[config.mk]
export PLATFORM = sky130hd
export DESIGN_NAME = taillight_sequencer_flat
export DESIGN_NICKNAME = d
export VERILOG_FILES = /design/src/rtl/taillight_sequencer_if.sv /design/src/rtl/taillight_sequencer.sv /design/src/flat_wrapper.sv
export SDC_FILE = /design/constraint.sdc
export NUM_CORES = 1
export LEC_CHECK = 0
export BUFFER_PORTS_ARGS = -buffer_cell sky130_fd_sc_hd__buf_2
export CORE_MARGIN = 2
export CORE_UTILIZATION = 48
export DETAILED_ROUTE_END_ITERATION = 16
export PLACE_DENSITY = 0.71
export SYNTH_ARGS = -nofsm -noshare
export SYNTH_HDL_FRONTEND = slang
export SYNTH_SLANG_ARGS = --single-unit
[constraint.sdc]
create_clock -name in_clock -period 1.7 [get_ports in_clock]
set_clock_uncertainty 0.15 [all_clocks]
set_input_delay 0.17 -clock in_clock [delete_from_list [all_inputs] [get_ports in_clock]]
set_output_delay 0.17 -clock in_clock [all_outputs]
set_load 0.005 [all_outputs]
[src/rtl/taillight_sequencer_if.sv]
// Switch and lamp-bank bundle for the taillight sequencer.
//   master : drives step_clock, left_turn, right_turn, hazard, brake;
//            receives left_lights / right_lights.
//   slave  : the sequencer; receives the switches and the divided clock,
//            drives both lamp banks (LAMPS wide, bit 0 innermost).
interface taillight_sequencer_if #(
    parameter int LAMPS = 3
);
    logic             step_clock;
    logic             left_turn;
    logic             right_turn;
    logic             hazard;
    logic             brake;
    logic [LAMPS-1:0] left_lights;
    logic [LAMPS-1:0] right_lights;

    modport master (
        output step_clock, left_turn, right_turn, hazard, brake,
        input  left_lights, right_lights
    );

    modport slave (
        input  step_clock, left_turn, right_turn, hazard, brake,
        output left_lights, right_lights
    );
endinterface

[src/rtl/taillight_sequencer.sv]
// Thunderbird-style taillight sequencer.
// Runs on the fast board clock, synchronizes the divided step clock and the
// switches, and advances the lamp pattern once per step_clock rising edge.
// Ports:
//   in_clock : fast board clock (single domain)
//   reset    : synchronous, active-high
//   bus      : slave side of taillight_sequencer_if
//              (step_clock, left_turn, right_turn, hazard, brake in;
//               left_lights, right_lights out, registered)
module taillight_sequencer #(
    parameter int LAMPS       = 3,
    parameter int SYNC_STAGES = 2
) (
    input  logic                  in_clock,
    input  logic                  reset,
    taillight_sequencer_if.slave  bus
);
    localparam int PW    = $clog2(LAMPS + 1);
    localparam int NSYNC = 5;
    localparam logic [PW-1:0] POS_MAX = PW'(LAMPS);
    localparam logic [PW-1:0] POS_ONE = PW'(1);
    localparam logic [PW-1:0] POS_ZERO = {PW{1'b0}};

    typedef enum logic [1:0] {
        MODE_IDLE  = 2'd0,
        MODE_LEFT  = 2'd1,
        MODE_RIGHT = 2'd2,
        MODE_HAZ   = 2'd3
    } mode_e;

    // Synchronizer bit positions inside each stage vector.
    localparam int B_STEP  = 0;
    localparam int B_LEFT  = 1;
    localparam int B_RIGHT = 2;
    localparam int B_HAZ   = 3;
    localparam int B_BRAKE = 4;

    logic [NSYNC-1:0] raw_s;
    logic [NSYNC-1:0] synced_s;
    logic [NSYNC-1:0] sync_d [SYNC_STAGES];
    logic [NSYNC-1:0] sync_q [SYNC_STAGES];
    logic             edge_d;
    logic             edge_q;
    logic             step_s;
    mode_e            req_s;
    mode_e            mode_d;
    mode_e            mode_q;
    logic [PW-1:0]    pos_d;
    logic [PW-1:0]    pos_q;
    logic [LAMPS-1:0] left_d;
    logic [LAMPS-1:0] left_q;
    logic [LAMPS-1:0] right_d;
    logic [LAMPS-1:0] right_q;
    logic [LAMPS-1:0] brake_all_s;

    // Lowest k bits set.
    function automatic logic [LAMPS-1:0] therm(input logic [PW-1:0] k);
        logic [LAMPS-1:0] t;
        t = {LAMPS{1'b0}};
        for (int i = 0; i < LAMPS; i++) begin
            if (PW'(i) < k) begin
                t[i] = 1'b1;
            end else begin
                t[i] = 1'b0;
            end
        end
        return t;
    endfunction

    assign raw_s = {bus.brake, bus.hazard, bus.right_turn, bus.left_turn, bus.step_clock};
    assign synced_s = sync_q[SYNC_STAGES-1];
    // One-cycle pulse on each synchronized rising edge of step_clock.
    assign step_s = synced_s[B_STEP] & ~edge_q;
    assign edge_d = synced_s[B_STEP];
    assign brake_all_s = {LAMPS{synced_s[B_BRAKE]}};

    // Synchronizer chain: stage 0 samples the raw inputs, later stages shift.
    always_comb begin
        sync_d[0] = raw_s;
        for (int i = 1; i < SYNC_STAGES; i++) begin
            sync_d[i] = sync_q[i-1];
        end
    end

    // Request priority: hazard (or both turns) over left over right.
    always_comb begin
        req_s = MODE_IDLE;
        if (synced_s[B_HAZ] || (synced_s[B_LEFT] && synced_s[B_RIGHT])) begin
            req_s = MODE_HAZ;
        end else if (synced_s[B_LEFT]) begin
            req_s = MODE_LEFT;
        end else if (synced_s[B_RIGHT]) begin
            req_s = MODE_RIGHT;
        end else begin
            req_s = MODE_IDLE;
        end
    end

    // Mode/position next state; only a step cycle may change anything.
    always_comb begin
        mode_d = mode_q;
        pos_d  = pos_q;
        if (step_s) begin
            if (req_s != mode_q) begin
                // A new request always restarts its pattern at the first lamp.
                mode_d = req_s;
                if (req_s == MODE_IDLE) begin
                    pos_d = POS_ZERO;
                end else begin
                    pos_d = POS_ONE;
                end
            end else begin
                case (mode_q)
                    MODE_LEFT, MODE_RIGHT: begin
                        if (pos_q == POS_MAX) begin
                            pos_d = POS_ZERO;
                        end else begin
                            pos_d = pos_q + POS_ONE;
                        end
                    end
                    MODE_HAZ: pos_d = pos_q ^ POS_ONE;
                    default:  pos_d = POS_ZERO;
                endcase
            end
        end else begin
            mode_d = mode_q;
            pos_d  = pos_q;
        end
    end

    // Lamp decode from next state so the lamps change with the step itself.
    always_comb begin
        left_d  = brake_all_s;
        right_d = brake_all_s;
        case (mode_d)
            MODE_LEFT: begin
                left_d  = therm(pos_d);
                right_d = brake_all_s;
            end
            MODE_RIGHT: begin
                left_d  = brake_all_s;
                right_d = therm(pos_d);
            end
            MODE_HAZ: begin
                left_d  = {LAMPS{pos_d[0]}};
                right_d = {LAMPS{pos_d[0]}};
            end
            default: begin
                left_d  = brake_all_s;
                right_d = brake_all_s;
            end
        endcase
    end

    // All state; synchronizers and edge flop preset high so a step_clock
    // already high at reset release is not seen as a rising edge.
    always_ff @(posedge in_clock) begin
        if (reset) begin
            for (int i = 0; i < SYNC_STAGES; i++) begin
                sync_q[i] <= {NSYNC{1'b1}};
            end
            edge_q  <= 1'b1;
            mode_q  <= MODE_IDLE;
            pos_q   <= POS_ZERO;
            left_q  <= {LAMPS{1'b0}};
            right_q <= {LAMPS{1'b0}};
        end else begin
            for (int i = 0; i < SYNC_STAGES; i++) begin
                sync_q[i] <= sync_d[i];
            end
            edge_q  <= edge_d;
            mode_q  <= mode_d;
            pos_q   <= pos_d;
            left_q  <= left_d;
            right_q <= right_d;
        end
    end

    assign bus.left_lights  = left_q;
    assign bus.right_lights = right_q;
endmodule

[src/flat_wrapper.sv]
// flat-port wrapper written by rule: the top's interface ports become plain ports
module taillight_sequencer_flat 
#(
    parameter int LAMPS       = 3,
    parameter int SYNC_STAGES = 2
)
  (in_clock, reset, bus_step_clock, bus_left_turn, bus_right_turn, bus_hazard, bus_brake, bus_left_lights, bus_right_lights);
  taillight_sequencer_if #(.LAMPS(LAMPS)) bus_i ();
  input  logic in_clock;
  input  logic reset;
  input wire logic [$bits(bus_i.step_clock)-1:0] bus_step_clock;
  input wire logic [$bits(bus_i.left_turn)-1:0] bus_left_turn;
  input wire logic [$bits(bus_i.right_turn)-1:0] bus_right_turn;
  input wire logic [$bits(bus_i.hazard)-1:0] bus_hazard;
  input wire logic [$bits(bus_i.brake)-1:0] bus_brake;
  output wire logic [$bits(bus_i.left_lights)-1:0] bus_left_lights;
  output wire logic [$bits(bus_i.right_lights)-1:0] bus_right_lights;
  assign bus_i.step_clock = bus_step_clock;
  assign bus_i.left_turn = bus_left_turn;
  assign bus_i.right_turn = bus_right_turn;
  assign bus_i.hazard = bus_hazard;
  assign bus_i.brake = bus_brake;
  assign bus_left_lights = bus_i.left_lights;
  assign bus_right_lights = bus_i.right_lights;
  taillight_sequencer #(.LAMPS(LAMPS), .SYNC_STAGES(SYNC_STAGES)) u_core (.in_clock(in_clock), .reset(reset), .bus(bus_i));
endmodule
==> metrics <==
outcome=finished, final reports clean; Critical Path Start Type=register; RSZ-0062 raised after global routing=true; mean post-synth cell area=9.81 sq um; DR vias=769; total power per unit cell area=709 mW/mm^2; top cells by count, synth=dfxtp_1, or2_2, nor2_1, a21oi_1; share of cells above drive strength 1=47.7%; Fill cells=133; clock buffer count from CTS=3; core box area=0.00175 sq mm; grt total ovfl=0; Yosys top cell by area=dfxtp_1; H-tree levels=1; pin count of the biggest net entering global routing=20; clock buffer depth=2; hold crit path type=in2reg; nets@finish=139; Fmax=592 MHz; Area Overhead vs Synth=39.3%; MaxCap Viol Count=0; #FFs+latches synth=21; Mapped Cells=92; share of the synthesized area in the top cell type=46.6%; main area contributors after synthesis=dfxtp_1, or2_2, ha_1, nor2_1, mux2i_1; most numerous cell in the Yosys netlist=dfxtp_1; starting density of the core=51.7%; CP Capture Type=register; Critical Path AT=1.76 ns; Clock Latency Late Sink=0.29 ns; # setup viols final=0; Slew Viols, Final=0; io pins=13; routability congestion estimate=0.838; area of the multi-input gates=520 sq um; number of synthesized flops with an enable pin=0; Hold Crit Start=reset; Crit path required time=1.77 ns; clk root buf=clkbuf_4; top_reg_cell synth=dfxtp_1; Vias/cell=5.03; first-pass GRT wire length=3030 um; ant diodes=0; Rows=15; height of the die=47.4 um; worst hold slack=0.0743 ns; Reg2Reg Launch Point=u_core.mode_q[0]$_SDFF_PP0_; Die Wd=47.4 um; crit path max fanout=5; initial antenna violation count=0; fin util=72.0%; DRC=0; R2R setup slack=0.01 ns; syn_nets=102; library cells used by synthesis=36; DRT Pass-1 Iters=4; Worst-Margin Slew=0.345 ns; full die area=0.00224 sq mm; clk slew on worst S/H paths=0.11 ns; FF+latch area=427 sq um; Buffers on Ports=12; Final Hold Vio Count=0; CP Class=reg2reg; Final ANT Viol Nets=0; CP Launch Point=u_core.mode_q[0]$_SDFF_PP0_; 1st-iter DRT viols=15; sequential fraction of the synthesis area=46.6%; wire per inst=12.8 um; crit share post-route=99.4%; vias in the first global route=707; Async SR Flop Fraction=0%; Fin Setup TNS=0 ns; min Tclk post-route=1.69 ns; Max VDD drop=0.599 mV; Lkg Pwr=0.512 nW; synthesized area=902 sq um; clock sink count=21; Ys Warns=0; Tot Pwr=0.890 mW; Max-slew headroom=76.4%; TritonCTS clock tree=yes; final wirelength=1950 um; GRT Total Usage=19.1%; HPWL Detailed=1290 um
==> critical path: stages (launching register included) <==
cell and delay, ns:
dfxtp_4 0.40, inv_4 0.05, ha_4 0.26, nand4b_1 0.10, a21oi_2 0.17, o21a_2 0.19
o21ai_1 0.10, a311oi_2 0.20
==> cells by family (layout without fill, tap and decap cells) <==
family	count (synthesis)	in the layout	share of synthesized area, %
XOR/XNOR	1	1	0.971
adder cells (fa/ha/maj)	3	3	4.16
AND/OR/NAND/NOR	35	35	21.6
multiplexers	3	3	3.33
flip-flops	21	21	46.6
AO/OA/AOI/OAI	24	24	20.4
buffers and inverters	5	41	2.91
==> placed cells by master (no fill, tap or decap), types with 2 or more instances in the layout <==
master | Yosys | routed
mux2i_1 | 3 | 3
dlygate4sd3_1 | 0 | 5
dfxtp_2 | 0 | 2
buf_2 | 0 | 12
and2_1 | 2 | 2
nand2_1 | 4 | 4
clkbuf_4 | 0 | 3
buf_4 | 0 | 17
a21oi_2 | 0 | 2
a21oi_1 | 5 | 3
dfxtp_1 | 21 | 18
ha_1 | 3 | 2
or2_2 | 11 | 11
o21ai_1 | 2 | 2
o21ai_0 | 4 | 3
nor2_1 | 9 | 9
==> path summary, 6_finish.rpt <==
check,endpoint,cells past startpoint
max,u_core.bus.right_lights[0]$_SDFF_PP0_,7
min,u_core.pos_q[0]$_SDFF_PP0_,2
max reg2reg,u_core.bus.right_lights[0]$_SDFF_PP0_,7
min reg2reg,u_core.sync_q[0][6]$_SDFF_PP1_,1
==> cell type report <==
| class | count | area share, % |
|---|---|---|
| clock buffers | 4 | 2.09 |
| well taps | 25 | 2.49 |
| inverters | 3 | 1.10 |
| multi-input cells | 66 | 41.4 |
| flip-flops and latches | 21 | 34.0 |
| repair buffers | 34 | 18.9 |
==> power by group <==
part           switching (mW)  leakage [nW]  internal [mW]
Clock                   0.140        0.0150         0.0913
Combinational          0.0546         0.322         0.0712
Sequential             0.0142         0.175          0.519
==> registers in the layout (all words and copies together), names as in the netlist <==
signal	cells
u_core.sync_q	10
u_core.bus.left_lights	3
u_core.bus.right_lights	3
u_core.mode_q	2
u_core.pos_q	2
u_core.edge_q	1
==> stage by stage <==
stage,std cells,instance area [sq um],setup slack [ns]
3_3_place_gp,139,1080,-0.113
6_report,153,1260,0.0106
4_1_cts,148,1180,0.00393
3_5_place_dp,139,1080,-0.0837
2_1_floorplan,92,911,0.00929
5_1_grt,153,1260,-0.114
==> per-layer routing <==
layer | track usage (%) | part of all wire (%) | wire length, um | vias up
li1 | - | - | - | 394
met1 | 27.6 | 47 | 916 | 364
met2 | 29.2 | 50 | 984 | 7
met3 | 2.31 | 1.5 | 30 | 4
met4 | 6.67 | 1.1 | 21 | 0
met5 | 0 | 0 | 0 | -
==> timing repair <==
item	CTS	global route
gates resized for setup	5	11
hold endpoints to repair	5	0
endpoints found under the setup margin	6	6
hold buffers	5	0
setup buffers	0	5
pin swaps	5	6
(Power assumes the default switching activity.)
